**config.mk**
```make
export PLATFORM = sky130hd
export DESIGN_NAME = dmem_arbiter
export DESIGN_NICKNAME = d
export VERILOG_FILES = /design/src/rtl/dmem_arbiter.sv
export SDC_FILE = /design/constraint.sdc
export NUM_CORES = 1
export LEC_CHECK = 0
export BUFFER_PORTS_ARGS = -buffer_cell sky130_fd_sc_hd__buf_2
export CAP_MARGIN = 20
export CORE_AREA = 2 2 106 150
export DETAILED_ROUTE_END_ITERATION = 16
export DIE_AREA = 0 0 108 152
export PLACE_DENSITY = 0.95
export SYNTH_ARGS = -nofsm -noshare
export SYNTH_HDL_FRONTEND = slang
export SYNTH_HIERARCHICAL = 1
export SYNTH_SLANG_ARGS = --single-unit
```
**constraint.sdc**
```tcl
create_clock -name clk -period 5.6 [get_ports clk]
set_input_delay 0.28 -clock clk [delete_from_list [all_inputs] [get_ports clk]]
set_output_delay 0.28 -clock clk [all_outputs]
set_load 0.02 [all_outputs]
```
**src/rtl/dmem_arbiter.sv**
```systemverilog
// Two-requester data-memory arbiter: round-robin grant into a fixed
// IDLE/ACCESS/RESP transaction with byte/half/word lane steering and alignment checks.

module dmem_arbiter_rsp #(
  parameter int WIDTH = 32
) (
  input  logic             clk,
  input  logic             reset,
  input  logic             load,
  input  logic             err,
  input  logic [WIDTH-1:0] rdata,
  output logic             rsp_valid,
  output logic             rsp_err,
  output logic [WIDTH-1:0] rsp_rdata
);
  logic             valid_d, valid_q, err_d, err_q;
  logic [WIDTH-1:0] rdata_d, rdata_q;

  // Response fields are only non-zero during the one-cycle pulse.
  always_comb begin
    valid_d = load;
    err_d   = load & err;
    rdata_d = load ? rdata : '0;
  end

  always_ff @(posedge clk or posedge reset) begin
    if (reset) begin
      valid_q <= 1'b0;
      err_q   <= 1'b0;
      rdata_q <= '0;
    end else begin
      valid_q <= valid_d;
      err_q   <= err_d;
      rdata_q <= rdata_d;
    end
  end

  assign rsp_valid = valid_q;
  assign rsp_err   = err_q;
  assign rsp_rdata = rdata_q;
endmodule

module dmem_arbiter #(
  parameter int DEPTH = 128,
  parameter int WIDTH = 32
) (
  input  logic                     clk,
  input  logic                     reset,
  input  logic                     m0_req_valid,
  output logic                     m0_req_ready,
  input  logic                     m0_we,
  input  logic [31:0]              m0_addr,
  input  logic [1:0]               m0_size,
  input  logic [WIDTH-1:0]         m0_wdata,
  output logic                     m0_rsp_valid,
  output logic [WIDTH-1:0]         m0_rsp_rdata,
  output logic                     m0_rsp_err,
  input  logic                     m1_req_valid,
  output logic                     m1_req_ready,
  input  logic                     m1_we,
  input  logic [31:0]              m1_addr,
  input  logic [1:0]               m1_size,
  input  logic [WIDTH-1:0]         m1_wdata,
  output logic                     m1_rsp_valid,
  output logic [WIDTH-1:0]         m1_rsp_rdata,
  output logic                     m1_rsp_err,
  output logic                     mem_we0,
  output logic [$clog2(DEPTH)-1:0] mem_wr_addr0,
  output logic [$clog2(DEPTH)-1:0] mem_rd_addr0,
  output logic [3:0]               mem_wr_strb,
  output logic [3:0]               mem_rd_strb,
  output logic [WIDTH-1:0]         mem_wr_din0,
  input  logic [WIDTH-1:0]         mem_rd_dout0
);
  localparam int AW = $clog2(DEPTH);
  localparam logic [1:0] S_IDLE   = 2'd0;
  localparam logic [1:0] S_ACCESS = 2'd1;
  localparam logic [1:0] S_RESP   = 2'd2;

  logic [1:0]       state_d, state_q;
  logic             ptr_d, ptr_q, gid_d, gid_q, we_d, we_q;
  logic [31:0]      addr_d, addr_q;
  logic [1:0]       size_d, size_q;
  logic [WIDTH-1:0] wdata_d, wdata_q, rdata_d, rdata_q;

  logic [1:0]       req_valid, gnt, rsp_load;
  logic [1:0]       off;
  logic [AW-1:0]    idx;
  logic             err_c, acc;
  logic [3:0]       strb;
  logic [WIDTH-1:0] shifted, ld_data;

  assign req_valid = {m1_req_valid, m0_req_valid};
  assign off       = addr_q[1:0];
  assign idx       = addr_q[AW+1:2];

  // Pointer names the preferred requester; the other one wins only when it is alone.
  always_comb begin
    gnt = 2'b00;
    if (state_q == S_IDLE && !reset) begin
      if (req_valid[ptr_q])       gnt[ptr_q]  = 1'b1;
      else if (req_valid[~ptr_q]) gnt[~ptr_q] = 1'b1;
    end
  end

  assign m0_req_ready = gnt[0];
  assign m1_req_ready = gnt[1];

  always_comb begin
    err_c = 1'b0;
    strb  = 4'b0000;
    case (size_q)
      2'b00: strb = 4'b0001 << off;
      2'b01: begin strb = 4'b0011 << off; err_c = off[0]; end
      2'b10: begin strb = 4'b1111; err_c = (off != 2'b00); end
      default: err_c = 1'b1;
    endcase
    if ({2'b00, addr_q[31:2]} >= 32'(DEPTH)) err_c = 1'b1;
  end

  always_comb begin
    shifted = mem_rd_dout0 >> {off, 3'b000};
    case (size_q)
      2'b00:   ld_data = {{(WIDTH-8){1'b0}}, shifted[7:0]};
      2'b01:   ld_data = {{(WIDTH-16){1'b0}}, shifted[15:0]};
      default: ld_data = shifted;
    endcase
  end

  // Memory side is purely a function of state, so an async reset kills it at once.
  assign acc          = (state_q == S_ACCESS) && !err_c;
  assign mem_we0      = acc && we_q;
  assign mem_wr_addr0 = acc ? idx : '0;
  assign mem_rd_addr0 = acc ? idx : '0;
  assign mem_wr_strb  = (acc && we_q) ? strb : 4'b0000;
  assign mem_rd_strb  = (acc && !we_q) ? strb : 4'b0000;
  assign mem_wr_din0  = (acc && we_q) ? (wdata_q << {off, 3'b000}) : '0;

  always_comb begin
    state_d = state_q;
    ptr_d   = ptr_q;
    gid_d   = gid_q;
    we_d    = we_q;
    addr_d  = addr_q;
    size_d  = size_q;
    wdata_d = wdata_q;
    rdata_d = rdata_q;
    case (state_q)
      S_IDLE: if (|gnt) begin
        state_d = S_ACCESS;
        gid_d   = gnt[1];
        ptr_d   = ~gnt[1];
        we_d    = gnt[1] ? m1_we    : m0_we;
        addr_d  = gnt[1] ? m1_addr  : m0_addr;
        size_d  = gnt[1] ? m1_size  : m0_size;
        wdata_d = gnt[1] ? m1_wdata : m0_wdata;
      end
      S_ACCESS: begin
        state_d = S_RESP;
        rdata_d = (we_q || err_c) ? '0 : ld_data;
      end
      default: state_d = S_IDLE;
    endcase
  end

  always_ff @(posedge clk or posedge reset) begin
    if (reset) begin
      state_q <= S_IDLE;
      ptr_q   <= 1'b0;
      gid_q   <= 1'b0;
      we_q    <= 1'b0;
      addr_q  <= '0;
      size_q  <= '0;
      wdata_q <= '0;
      rdata_q <= '0;
    end else begin
      state_q <= state_d;
      ptr_q   <= ptr_d;
      gid_q   <= gid_d;
      we_q    <= we_d;
      addr_q  <= addr_d;
      size_q  <= size_d;
      wdata_q <= wdata_d;
      rdata_q <= rdata_d;
    end
  end

  logic [1:0]            rsp_v, rsp_e;
  logic [1:0][WIDTH-1:0] rsp_d;

  always_comb begin
    rsp_load = 2'b00;
    if (state_q == S_RESP) rsp_load[gid_q] = 1'b1;
  end

  for (genvar i = 0; i < 2; i++) begin : g_rsp
    dmem_arbiter_rsp #(.WIDTH(WIDTH)) u_rsp (
      .clk       (clk),
      .reset     (reset),
      .load      (rsp_load[i]),
      .err       (err_c),
      .rdata     (rdata_q),
      .rsp_valid (rsp_v[i]),
      .rsp_err   (rsp_e[i]),
      .rsp_rdata (rsp_d[i])
    );
  end

  assign m0_rsp_valid = rsp_v[0];
  assign m0_rsp_err   = rsp_e[0];
  assign m0_rsp_rdata = rsp_d[0];
  assign m1_rsp_valid = rsp_v[1];
  assign m1_rsp_err   = rsp_e[1];
  assign m1_rsp_rdata = rsp_d[1];
endmodule

```
==> impl_metrics.json <==
{
  "min_from": "m1_addr[28]",
  "drt_iter0_markers": 503,
  "final_nets": 1192,
  "routed_wirelength_um": 22400,
  "num_io_pins": 295,
  "cap_violations": 0,
  "first_global_vias": 7041,
  "clockBufferDepth": 2,
  "insertion_delay_ns": 0.42,
  "num_rows": 54,
  "yosys.cell_count.top_type": "dfrtp_1",
  "coreArea_um2": 15200,
  "fillCellCount": 1228,
  "critPathCaptureType": "primary output",
  "slew_headroom": 0.342,
  "grt_usage": 0.279,
  "post-route-period-util": 0.578,
  "setup_violations": 0,
  "cts_tree": "yes",
  "drt_first_pass_iters": 5,
  "synth.ff_latch_count": 171,
  "min_to": "addr_q[28]",
  "dieWidth_um": 108,
  "rsz0062_at_grt": "false",
  "async_flop_share": 1.00,
  "startpoint_type": "flop",
  "synthTopCellsByArea": "dfrtp_1 54%, nand2_1 7.2%, a22oi_1 6.4%",
  "yosysWarnings": 6,
  "cp_max_fo": 42,
  "path_clk_slew_ns": 0.07,
  "die_y_um": 152,
  "clock-sinks": 171,
  "fmax_mhz": 309,
  "slew_violations": 0,
  "post_drt_via_cell_ratio": 5.57,
  "yosysTopAreaCell": "dfrtp_1",
  "syn_nets": 933,
  "cts_setup_buffers": 0,
  "area_growth_pct": 27.2,
  "h-tree-depth": 4,
  "wl_per_cell_um": 18.2,
  "status": "complete, no violations",
  "hold_depth": 3,
  "r2r_cells": 6,
  "worstSetupPathType": "reg2out",
  "antenna_found_initial": 1,
  "drive_gt1_frac": 0.404,
  "drc_errors": 0,
  "fin_crit_ns": 3.24,
  "p_per_area_nw_per_um2": 347,
  "synth_area_per_cell_um2": 10.3,
  "netlist_top_cells_count": "171 x dfrtp_1, 151 x nand2_1, 67 x a22oi_1, 66 x and2_2, 35 x clkbuf_1",
  "yosysTopAreaCellShare": 0.544,
  "post_cts_resized": 0,
  "finalPower_uw": 3470,
  "syn-instance-count": 763,
  "final_hold_viol_count": 0,
  "overflow": 0,
  "fin_skew_ns": 0.0105,
  "synth-edff-count": 0,
  "p_leak_uw": 0.00550,
  "initial_utilization": 0.517,
  "hp-class": "in2reg",
  "cp.required_ns": 5.32,
  "dr_total_vias": 6862,
  "max-vdd-ir-drop_v": 0.000185,
  "ys_seq_area_frac": 0.544,
  "antenna_left": 0,
  "dp_hpwl_um": 16500,
  "portBuffers": 294,
  "rr_endpoint": "rdata_q[10]",
  "gp_congestion": 0.949,
  "cts_root_buf": "clkbuf_16",
  "synth_ff_type": "dfrtp_1",
  "grt_max_degree": 85,
  "r2r_slack_ns": 2.86,
  "syn_area_um2": 7860,
  "cts_buffers": 17,
  "fp.dieArea_um2": 16400,
  "ys_types": 50,
  "finalSetupTns_ns": 0,
  "r2r-start": "addr_q[0]",
  "grt_first_pass_wirelength_um": 35600,
  "worstPathArrival_ns": 2.96,
  "worst_slew_pin_slew_ns": 0.987
}
## cells by family after synthesis
group,synth area share
flops,0.544
simple gates,0.214
mux,0.0409
xor+xnor,0.00111
compound gates,0.151
buf+inv,0.0482
## worst max-delay path by stage
stage	slack (ns)	start	end
after global routing	2.17	addr_q[0]	mem_wr_din0[22]
after global placement	2.89	addr_q[0]	mem_wr_din0[16]
after CTS	2.39	addr_q[0]	mem_wr_din0[20]
after detailed placement	2.85	addr_q[0]	mem_wr_din0[20]
final	2.36	addr_q[0]	mem_wr_din0[20]
after floorplan	2.62	reset	addr_q[0]
## state kept, by name (all words and copies together), names as in the netlist
name,flops
addr_q,32
g_rsp.u_rsp/rsp_err,2
g_rsp.u_rsp/rsp_rdata,64
g_rsp.u_rsp/rsp_valid,2
gid_q,1
ptr_q,1
rdata_q,32
size_q,2
state_q,2
wdata_q,32
we_q,1
## metrics by stage
stage                     instances  utilization  hold WS (ns)  area [um2]  worst slack (ns)
after floorplan                 763            -         0.408        7860              2.62
after global placement         1197        0.614         0.262        9340              2.89
after detailed placement       1197        0.614         0.264        9340              2.85
after CTS                      1230        0.656        0.0574        9970              2.39
after global routing           1232        0.658        0.0690       10000              2.17
final                          1232        0.658        0.0693       10000              2.36
## critical path, cell delays in order, from the launching register on
cell	delay, ns
dfrtp_2	0.87
buf_4	0.48
nor2b_1	0.67
a21oi_1	0.16
nor2_1	0.15
buf_2	0.19
## routing by layer
| metal | wire [um] | global-route usage | vias up |
|---|---|---|---|
| li1 | - | - | 3159 |
| met1 | 8190 | 0.330 | 3261 |
| met2 | 11800 | 0.486 | 367 |
| met3 | 1340 | 0.0429 | 75 |
| met4 | 1040 | 0.141 | 0 |
| met5 | 0 | 0 | - |
## layout make-up
class	count	area (um2)	share of cell area
Antenna cell	1	2.50	0.000250
Clock buffer	18	439	0.0439
Clock inverter	14	179	0.0179
Inverter	10	40.0	0.00401
Multi-Input combinational cell	515	3220	0.322
Sequential cell	171	4280	0.428
Tap cell	196	245	0.0245
Timing Repair Buffer	307	1590	0.159
## timing repair
| action | 4_1_cts | 5_1_grt |
|---|---|---|
| hold buffers | 1 | 0 |
| hold endpoints to repair | 19 | 0 |
| endpoints found under the setup margin | 0 | 0 |
## placed cells by master, fill, tap and decap left out, types with 2 or more instances in the layout
cell type,count
nor4_1,3
a22oi_1,67
clkinvlp_4,3
a21oi_1,20
nand3_1,3
nand3b_1,2
nor3b_1,3
buf_2,294
o21ai_0,19
and3_1,17
buf_4,11
mux2i_1,31
bufinv_16,2
dfrtp_2,2
clkbuf_16,17
inv_6,3
a211oi_1,24
nand2b_1,3
nor3_1,9
and2_2,66
nand2_1,151
and3b_1,3
nor2_1,25
inv_8,4
dfrtp_1,169
and2_1,2
inv_1,8
nand4_1,2
a22o_1,8
a32o_1,15
nor2b_1,21
## report_power, final
group          switching, uW  internal, uW
combinational            425           282
clock                    535           690
sequential               155          1380
total                   1120          2360
Power figures use the tool's default switching activity.
